--- src/rtl/uart_cmd_decoder_if.sv ---
// Byte-stream in / register-write out bundle for uart_cmd_decoder.
//   rx_data, rx_valid        : received byte and its one-cycle valid pulse
//   wr_en, wr_addr, wr_data  : register-write strobe plus last good address/data
//   err_chksum, err_timeout  : one-cycle error pulses
//   busy                     : a frame is in progress
// master = byte source / register-file side, slave = decoder.
interface uart_cmd_decoder_if;
   logic [7:0]  rx_data;
   logic        rx_valid;
   logic        wr_en;
   logic [7:0]  wr_addr;
   logic [15:0] wr_data;
   logic        err_chksum;
   logic        err_timeout;
   logic        busy;

   modport master (
      output rx_data, rx_valid,
      input  wr_en, wr_addr, wr_data, err_chksum, err_timeout, busy
   );

   modport slave (
      input  rx_data, rx_valid,
      output wr_en, wr_addr, wr_data, err_chksum, err_timeout, busy
   );
endinterface

--- src/rtl/uart_cmd_decoder.sv ---
// Decodes 5-byte register-write frames (SYNC, ADDR, DATA_HI, DATA_LO, CHK)
// from a UART receiver byte stream. A good frame yields a one-cycle wr_en with
// wr_addr/wr_data; a bad checksum yields err_chksum; a stalled frame is
// aborted by an inter-byte timeout with err_timeout.
// Ports:
//   clk    : system clock, rising edge
//   rst_n  : asynchronous active-low reset
//   bus    : uart_cmd_decoder_if.slave (rx byte in, write/error/busy out)
module uart_cmd_decoder #(
   parameter int unsigned CLK_FREQ     = 50000000,
   parameter int unsigned BAUD         = 500000,
   parameter logic [7:0]  SYNC_BYTE    = 8'hA5,
   parameter int unsigned TIMEOUT_BITS = 20
) (
   input  logic               clk,
   input  logic               rst_n,
   uart_cmd_decoder_if.slave  bus
);

   localparam int unsigned BIT_CLKS     = (CLK_FREQ + BAUD) / BAUD;
   localparam int unsigned TIMEOUT_CLKS = TIMEOUT_BITS * BIT_CLKS;
   localparam int unsigned CTR_W        = $clog2(TIMEOUT_CLKS);
   localparam logic [CTR_W-1:0] CTR_LAST = CTR_W'(TIMEOUT_CLKS - 1);

   typedef enum logic [2:0] {
      S_IDLE,
      S_ADDR,
      S_DHI,
      S_DLO,
      S_CHK
   } state_t;

   state_t           state_q, state_d;
   logic [CTR_W-1:0] ctr_q, ctr_d;
   logic [7:0]       acc_q, acc_d;
   logic [7:0]       addr_sh_q, addr_sh_d;
   logic [7:0]       dhi_sh_q, dhi_sh_d;
   logic [7:0]       dlo_sh_q, dlo_sh_d;
   logic             wr_en_q, wr_en_d;
   logic [7:0]       wr_addr_q, wr_addr_d;
   logic [15:0]      wr_data_q, wr_data_d;
   logic             err_chk_q, err_chk_d;
   logic             err_to_q, err_to_d;

   logic [7:0]       chk_sum;
   logic             timeout_hit;

   // Running sum including the incoming byte; a good frame totals zero mod 256.
   assign chk_sum     = acc_q + bus.rx_data;
   // Terminal count with no byte this cycle; a byte on the same cycle wins.
   assign timeout_hit = (state_q != S_IDLE) && !bus.rx_valid && (ctr_q == CTR_LAST);

   // State and datapath registers.
   always_ff @(posedge clk or negedge rst_n) begin
      if (!rst_n) begin
         state_q   <= S_IDLE;
         ctr_q     <= '0;
         acc_q     <= '0;
         addr_sh_q <= '0;
         dhi_sh_q  <= '0;
         dlo_sh_q  <= '0;
         wr_en_q   <= 1'b0;
         wr_addr_q <= '0;
         wr_data_q <= '0;
         err_chk_q <= 1'b0;
         err_to_q  <= 1'b0;
      end else begin
         state_q   <= state_d;
         ctr_q     <= ctr_d;
         acc_q     <= acc_d;
         addr_sh_q <= addr_sh_d;
         dhi_sh_q  <= dhi_sh_d;
         dlo_sh_q  <= dlo_sh_d;
         wr_en_q   <= wr_en_d;
         wr_addr_q <= wr_addr_d;
         wr_data_q <= wr_data_d;
         err_chk_q <= err_chk_d;
         err_to_q  <= err_to_d;
      end
   end

   // Next-state, datapath and pulse generation.
   always_comb begin
      state_d   = state_q;
      ctr_d     = ctr_q;
      acc_d     = acc_q;
      addr_sh_d = addr_sh_q;
      dhi_sh_d  = dhi_sh_q;
      dlo_sh_d  = dlo_sh_q;
      wr_en_d   = 1'b0;
      wr_addr_d = wr_addr_q;
      wr_data_d = wr_data_q;
      err_chk_d = 1'b0;
      err_to_d  = 1'b0;

      // Inter-byte counter: runs while a frame is open, restarts on each byte.
      if (state_q != S_IDLE) begin
         if (bus.rx_valid) begin
            ctr_d = '0;
         end else begin
            ctr_d = ctr_q + CTR_W'(1);
         end
      end

      case (state_q)
         S_IDLE: begin
            ctr_d = '0;
            if (bus.rx_valid && (bus.rx_data == SYNC_BYTE)) begin
               state_d = S_ADDR;
               acc_d   = '0;
            end
         end
         S_ADDR: begin
            if (bus.rx_valid) begin
               addr_sh_d = bus.rx_data;
               acc_d     = chk_sum;
               state_d   = S_DHI;
            end
         end
         S_DHI: begin
            if (bus.rx_valid) begin
               dhi_sh_d = bus.rx_data;
               acc_d    = chk_sum;
               state_d  = S_DLO;
            end
         end
         S_DLO: begin
            if (bus.rx_valid) begin
               dlo_sh_d = bus.rx_data;
               acc_d    = chk_sum;
               state_d  = S_CHK;
            end
         end
         S_CHK: begin
            if (bus.rx_valid) begin
               state_d = S_IDLE;
               if (chk_sum == 8'd0) begin
                  wr_en_d   = 1'b1;
                  wr_addr_d = addr_sh_q;
                  wr_data_d = {dhi_sh_q, dlo_sh_q};
               end else begin
                  err_chk_d = 1'b1;
               end
            end
         end
         default: begin
            state_d = S_IDLE;
         end
      endcase

      // Abort a stalled frame.
      if (timeout_hit) begin
         state_d  = S_IDLE;
         ctr_d    = '0;
         err_to_d = 1'b1;
      end
   end

   assign bus.wr_en       = wr_en_q;
   assign bus.wr_addr     = wr_addr_q;
   assign bus.wr_data     = wr_data_q;
   assign bus.err_chksum  = err_chk_q;
   assign bus.err_timeout = err_to_q;
   // busy follows the state directly.
   assign bus.busy        = (state_q != S_IDLE);

endmodule

--- src/flat_wrapper.sv ---
// flat-port wrapper written by rule: the top's interface ports become plain ports
module uart_cmd_decoder_flat 
#(
   parameter int unsigned CLK_FREQ     = 50000000,
   parameter int unsigned BAUD         = 500000,
   parameter logic [7:0]  SYNC_BYTE    = 8'hA5,
   parameter int unsigned TIMEOUT_BITS = 20
)
  (clk, rst_n, bus_rx_data, bus_rx_valid, bus_wr_en, bus_wr_addr, bus_wr_data, bus_err_chksum, bus_err_timeout, bus_busy);
  uart_cmd_decoder_if bus_i ();
  input  logic clk;
  input  logic rst_n;
  input wire logic [$bits(bus_i.rx_data)-1:0] bus_rx_data;
  input wire logic [$bits(bus_i.rx_valid)-1:0] bus_rx_valid;
  output wire logic [$bits(bus_i.wr_en)-1:0] bus_wr_en;
  output wire logic [$bits(bus_i.wr_addr)-1:0] bus_wr_addr;
  output wire logic [$bits(bus_i.wr_data)-1:0] bus_wr_data;
  output wire logic [$bits(bus_i.err_chksum)-1:0] bus_err_chksum;
  output wire logic [$bits(bus_i.err_timeout)-1:0] bus_err_timeout;
  output wire logic [$bits(bus_i.busy)-1:0] bus_busy;
  assign bus_i.rx_data = bus_rx_data;
  assign bus_i.rx_valid = bus_rx_valid;
  assign bus_wr_en = bus_i.wr_en;
  assign bus_wr_addr = bus_i.wr_addr;
  assign bus_wr_data = bus_i.wr_data;
  assign bus_err_chksum = bus_i.err_chksum;
  assign bus_err_timeout = bus_i.err_timeout;
  assign bus_busy = bus_i.busy;
  uart_cmd_decoder #(.CLK_FREQ(CLK_FREQ), .BAUD(BAUD), .SYNC_BYTE(SYNC_BYTE), .TIMEOUT_BITS(TIMEOUT_BITS)) u_core (.clk(clk), .rst_n(rst_n), .bus(bus_i));
endmodule
--- config.mk ---
export PLATFORM = sky130hd
export DESIGN_NAME = uart_cmd_decoder_flat
export DESIGN_NICKNAME = d
export VERILOG_FILES = /design/src/rtl/uart_cmd_decoder_if.sv /design/src/rtl/uart_cmd_decoder.sv /design/src/flat_wrapper.sv
export SDC_FILE = /design/constraint.sdc
export NUM_CORES = 1
export LEC_CHECK = 0
export ABC_CLOCK_PERIOD_IN_PS = 4200
export CAP_MARGIN = 20
export CELL_PAD_IN_SITES_DETAIL_PLACEMENT = 1
export CELL_PAD_IN_SITES_GLOBAL_PLACEMENT = 1
export CORE_UTILIZATION = 45
export CTS_CLUSTER_DIAMETER = 40
export DETAILED_ROUTE_END_ITERATION = 10
export PLACE_DENSITY_LB_ADDON = 0.1
export SLEW_MARGIN = 20
export SYNTH_ARGS = -nofsm -noshare
export SYNTH_HDL_FRONTEND = slang
export SYNTH_SLANG_ARGS = --single-unit
export TNS_END_PERCENT = 30
--- constraint.sdc ---
create_clock -name clk -period 4.2 [get_ports clk]
set_clock_uncertainty 0.1 [all_clocks]
set_input_delay 1.26 -clock clk [delete_from_list [all_inputs] [get_ports clk]]
set_output_delay 1.26 -clock clk [all_outputs]
set_load 0.03 [all_outputs]
==> flow_summary.toml, run 1 <==
[status]
status = "complete, no violations"

[setup_path]
start_kind = "primary input"
cp-startpoint = "bus_rx_data[0]"
worstPathMaxFanout = 9
path_class = "primary input to register"
r2r_end = "u_core.bus.wr_data[10]$_DFFE_PN0P_"
endpoint_kind = "register"
max_stage_delay_ns = 0.51
worst_path_max_delay_cell = "or4b_4"
worstPathCellList = "clkdlybuf4s50_1 > ha_1 > fa_2 > a211oi_2 > o21ba_2 > o21ai_1 > nor4_2 > or4b_4 > buf_4 > mux2_4"
critical_path_arrival_ns = 4.19
rr_worst_depth = 9
required_ns = 4.33
reg2reg_slack_ns = 1.12
endpoint = "u_core.bus.wr_data[10]$_DFFE_PN0P_"
rr_startpoint = "u_core.acc_q[0]$_DFFE_PN0P_"

[finish]
fin_util_pct = 58.2
num_antenna_cells = 0
stdcell_area_sq_um = 4000
layout.nets = 319
nFillCells = 692
drive_above_1_share_pct = 24.3
fin_cells = 400
regArea_sq_um = 1830
syn2layout_area_growth_pct = 23.1
multiInputGateArea_sq_um = 1370

[timing]
grt_setup_unrepaired = "yes"
period_share_pct = 96.7
maxSlewHeadroom_pct = 50.6
finalHoldViolCount = 0
setup_viol = 0
tightest_slew_ns = 0.742
hold_slack_ns = 0.387
period_needed_ns = 4.06
fmax_ghz = 0.246
drv_slew = 0

[placement]
io_buffers = 38
gp_congestion = 0.804
place_area_sq_um = 3810
dp_hpwl_microns = 4860
dp.cells = 383

[power_and_ir_drop]
power.leakage_nw = 1.86
p_per_area_nw_per_um2 = 549
finalPower_w = 0.00219
ir_worst_vdd_mv = 0.318

[die]
fp.dieArea_sq_um = 7560
rows = 30
dieHeight_microns = 86.9
start_util_pct = 47.2
fp.dieW_microns = 86.9
core_area_sq_um = 6870
ioPinCount = 39

[clocking]
cts_root_buf = "clkbuf_8"
cts_tree = "done"
clock_sinks = 73
cts_buffers = 9
clk_path_buf_depth = 2
h-tree-depth = 3
clk_pin_slew_ns = 0.08
clkLatencyLatePin_ns = 0.35
ctsHoldBuffers = 0

[grt]
grt-ovfl-total = 0
antenna_found_initial = 0
grt_usage_pct = 20.2
grt_pass1_vias = 2239
grt_max_degree = 34
grt_pass1_wl_microns = 11400

[synth]
synth_warnings = 0
synthTopCellsByArea = "dfrtp_1, mux2_4, mux2_1"
syn-num-nets = 261
synth_edf_count = 0
syn_inst = 241
yosysTopAreaCellShare_pct = 56.3
yosysSeqAreaShare_pct = 56.3
yosys.area.top_type = "dfrtp_1"
ys_async_sr_fraction_pct = 100
synth.distinct_cells = 36
synth-seq-cells = 73
synth_area_per_cell_sq_um = 13.5
syn_area_sq_um = 3250
synth_ff_type = "dfrtp_1"

[route]
vias = 2049
vias_per_cell = 5.12
wirelength_microns = 6660
wire_per_inst_microns = 16.6
drc_errors = 0
ant_nets = 0
drtIter0Drc = 84
first_pass_iters = 4

[hold_path]
holdCritPathClass = "register to register"

[run]
drv_cap = 0
==> worst min-delay path by stage <==
stage	end	from	cells after the start
finish	u_core.bus.wr_addr[7]$_DFFE_PN0P_	u_core.addr_sh_q[7]$_DFFE_PN0P_	1
global route	u_core.bus.wr_addr[2]$_DFFE_PN0P_	u_core.bus.wr_addr[2]$_DFFE_PN0P_	1
CTS	u_core.bus.wr_addr[0]$_DFFE_PN0P_	u_core.addr_sh_q[0]$_DFFE_PN0P_	1
detailed placement	u_core.bus.wr_addr[0]$_DFFE_PN0P_	u_core.addr_sh_q[0]$_DFFE_PN0P_	1
global placement	u_core.bus.wr_addr[1]$_DFFE_PN0P_	u_core.addr_sh_q[1]$_DFFE_PN0P_	1
floorplan	u_core.bus.wr_data[15]$_DFFE_PN0P_	u_core.dhi_sh_q[7]$_DFFE_PN0P_	1
==> layer usage <==
layer  wire length, microns  global-route usage (%)  up-vias
met5                      0                       0        -
met4                    181                    10.6        0
met3                    135                    3.41       14
met2                   3260                    31.7       28
met1                   3080                    27.0     1036
li1                       -                       -      971
==> synthesized netlist by cell type (2+ instances only) <==
| master | n |
|---|---|
| mux2_4 | 19 |
| or4bb_1 | 2 |
| nor2_1 | 22 |
| mux2_1 | 15 |
| nor4b_1 | 2 |
| nand3_1 | 8 |
| dfrtp_1 | 73 |
| o21ai_0 | 3 |
| a211oi_2 | 2 |
| xnor2_1 | 7 |
| o21bai_1 | 2 |
| nor2b_1 | 2 |
| clkbuf_1 | 4 |
| ha_1 | 8 |
| and3_1 | 2 |
| mux2_2 | 14 |
| buf_6 | 3 |
| a21oi_1 | 6 |
| o21ai_1 | 4 |
| nand2_1 | 11 |
| a22o_1 | 7 |
| nor3_1 | 4 |
| xor2_1 | 8 |
==> placed cells by master (no fill, tap or decap), types with 3 or more instances in the layout <==
cell             count
nor2_1              22
ha_1                 8
nand3_1              8
clkbuf_8             9
a21oi_1              6
nand2_1             11
mux2_2              14
clkinv_2             3
clkdlybuf4s50_1     37
a22o_1               7
xor2_1               8
mux2_4              19
nor3_1               4
xnor2_1              7
buf_4               16
o21ai_1              4
dfrtp_1             73
mux2_1              15
o21ai_0              3
clkinvlp_4           3
==> through the flow <==
stage	TNS, ns	setup slack (ns)
2_1_floorplan	0	0.308
3_3_place_gp	-5.38	-0.251
3_5_place_dp	-7.05	-0.323
4_1_cts	0	0.0364
5_1_grt	-0.0359	-0.0164
6_report	0	0.139
==> report_power, final <==
part / internal [W] / switching [W] / leakage, nW / total [W]
sequential: 0.000884 / 0.000120 / 0.952 / 0.00100
clock: 0.000213 / 0.000273 / 0.0814 / 0.000486
combinational: 0.000353 / 0.000350 / 0.831 / 0.000703
total: 0.00145 / 0.000742 / 1.86 / 0.00219
==> critical path: cells and delay by family <==
kind | cells | cell delay [ns]
and+or+nand+nor | 2 | 0.78
buffers and inverters | 2 | 0.64
adders and majority gates | 2 | 0.61
muxes | 1 | 0.31
AOI/OAI and AO/OA | 3 | 0.57
==> final cells by class <==
cell class	count	area share (%)
Timing Repair Buffer	55	12.7
Sequential cell	73	45.7
Clock inverter	7	1.16
Inverter	2	0.188
Clock buffer	9	3.10
Tap cell	96	3.01
Multi-Input combinational cell	158	34.2
==> state kept, by name, indices dropped and copies added (netlist names) <==
register	count
u_core.bus.wr_data	16
u_core.ctr_q	11
u_core.acc_q	8
u_core.addr_sh_q	8
u_core.bus.wr_addr	8
u_core.dhi_sh_q	8
u_core.dlo_sh_q	8
u_core.state_q	3
u_core.bus.err_chksum	1
u_core.bus.err_timeout	1
u_core.bus.wr_en	1
==> logic make-up after synthesis <==
group,synth area share [%]
simple gates,9.37
buf+inv,1.85
compound gates,5.90
fa+ha+maj,3.70
mux,18.9
flops,56.3
xor+xnor,4.05
==> timing repair <==
item,CTS,global route
gates resized for setup,0,4
buffers inserted,0,1
setup endpoints to repair,0,24
endpoints found under the hold margin,0,0
No activity file was read; power rests on OpenSTA's default activity.
==> run 2, diff against run 1 <==
Settings changed: ABC_CLOCK_PERIOD_IN_PS 4200 to 4950, CORE_UTILIZATION 45 to 49.
Clock period 4.2 ns to 4.95 ns, I/O delays scaled along.
==> flow_summary.toml, run 2 (synthesis results as in run 1) <==
[die]
fp.dieW_microns = 83.4
ioPinCount = 39
fp.dieArea_sq_um = 6950
core_area_sq_um = 6390
rows = 29
dieHeight_microns = 83.4
start_util_pct = 50.8

[grt]
grt-ovfl-total = 0
antenna_found_initial = 0
grt_usage_pct = 21.1
grt_pass1_vias = 2150
grt_max_degree = 39
grt_pass1_wl_microns = 11100

[setup_path]
worstPathMaxFanout = 14
rr_startpoint = "u_core.acc_q[0]$_DFFE_PN0P_"
max_stage_delay_ns = 0.49
cp-startpoint = "bus_rx_data[0]"
start_kind = "primary input"
worst_path_max_delay_cell = "or4b_1"
endpoint_kind = "register"
path_class = "primary input to register"
worstPathCellList = "clkdlybuf4s50_1 > ha_1 > fa_1 > a211oi_2 > o21ba_1 > o21ai_1 > nor4_2 > or4b_1 > buf_4 > mux2_1"
required_ns = 5.07
critical_path_arrival_ns = 4.50
crit_family = "simple AND/OR/NAND/NOR gates"
path_buf_inv = 2

[finish]
final_common_cell = "dfrtp_1"
fin_util_pct = 61.7
fin_cells = 373
largest_reg_flops = 16
num_antenna_cells = 0
drive_above_1_share_pct = 21.3
syn2layout_area_growth_pct = 21.3
final_cell_mix = "dfrtp_1, clkdlybuf4s50_1, nor2_1"
layout.nets = 311

[placement]
dp.cells = 357
gp_congestion = 0.839
io_buffers = 38
dp_hpwl_microns = 4730

[timing]
period_needed_ns = 4.38
grt_setup_unrepaired = "no"
period_share_pct = 88.4
fmax_ghz = 0.228
drv_slew = 0
tightest_slew_ns = 0.839
finalHoldViolCount = 0
hold_slack_ns = 0.391
setup_viol = 0
maxSlewHeadroom_pct = 44.1
fin_tns_setup_ns = 0

[hold_path]
holdCritPathClass = "register to register"
hold_path.startpoint = "u_core.dhi_sh_q[4]$_DFFE_PN0P_"

[clocking]
post_cts.repair.setup_buffers = 0
clock_sinks = 73
cts_tree = "done"
ctsHoldBuffers = 0
clk_pin_slew_ns = 0.07
h-tree-depth = 3
cts_buffers = 9
clk_path_buf_depth = 2
cts_root_buf = "clkbuf_8"
clkLatencyLatePin_ns = 0.34
cts_resized = 0

[run]
drv_cap = 0

[route]
first_pass_iters = 4
vias = 2025
vias_per_cell = 5.43
wirelength_microns = 6770
wire_per_inst_microns = 18.2
drc_errors = 0
drtIter0Drc = 104
ant_nets = 0

[power_and_ir_drop]
pwr-share-clk_pct = 25.0
comb_power_share_pct = 29.8
seqPwrFrac_pct = 45.2
ir_worst_vdd_mv = 0.345
intPower_w = 0.00128
p_per_area_nw_per_um2 = 480
swShare_pct = 32.5
switchingPower_w = 0.000614
power.leakage_nw = 1.85

[status]
status = "complete, no violations"
## run 2: power groups by stage
stage | sequential (W) | combinational [W] | clock [W]
finish | 0.000855 | 0.000563 | 0.000474
global route | 0.000872 | 0.000622 | 0.000511
CTS | 0.000855 | 0.000571 | 0.000495
detailed placement | 0.000864 | 0.000561 | 0
global placement | 0.000853 | 0.000539 | 0
floorplan | 0.000829 | 0.000429 | 0
## run 2: per-layer routing
layer	up-vias	GRT usage (%)	routed length, microns
met5	-	0	0
met4	0	7.84	104
met3	13	4.37	173
met2	37	34.1	3280
met1	1024	28.1	3210
li1	951	-	-
## run 2: final cells by class
class,instances,area (sq um)
Tap cell,77,96.3
Inverter,2,7.51
Fill cell,658,2450
Timing Repair Buffer,47,443
Sequential cell,73,1830
Clock inverter,5,53.8
Multi-Input combinational cell,158,1360
Clock buffer,11,151
## run 2: final timing paths
kind / end / slack [ns] / cells past startpoint
max: u_core.bus.wr_addr[1]$_DFFE_PN0P_ / 0.57 / 10
min: u_core.dhi_sh_q[4]$_DFFE_PN0P_ / 0.39 / 1
min in group asynchronous: u_core.ctr_q[10]$_DFF_PN0_ / 1.14 / 1
max reg2reg: u_core.bus.wr_addr[1]$_DFFE_PN0P_ / 1.83 / 9
max in group asynchronous: u_core.dlo_sh_q[1]$_DFFE_PN0P_ / 2.63 / 2
min reg2reg: u_core.dhi_sh_q[4]$_DFFE_PN0P_ / 0.39 / 1
## run 2: stage by stage
step	power [W]	cell area, sq um	setup WS [ns]
floorplan	0.00126	3250	0.833
global placement	0.00139	3730	0.294
global route	0.00201	3940	0.389
detailed placement	0.00143	3730	0.212
CTS	0.00192	3940	0.576
finish	0.00189	3940	0.573
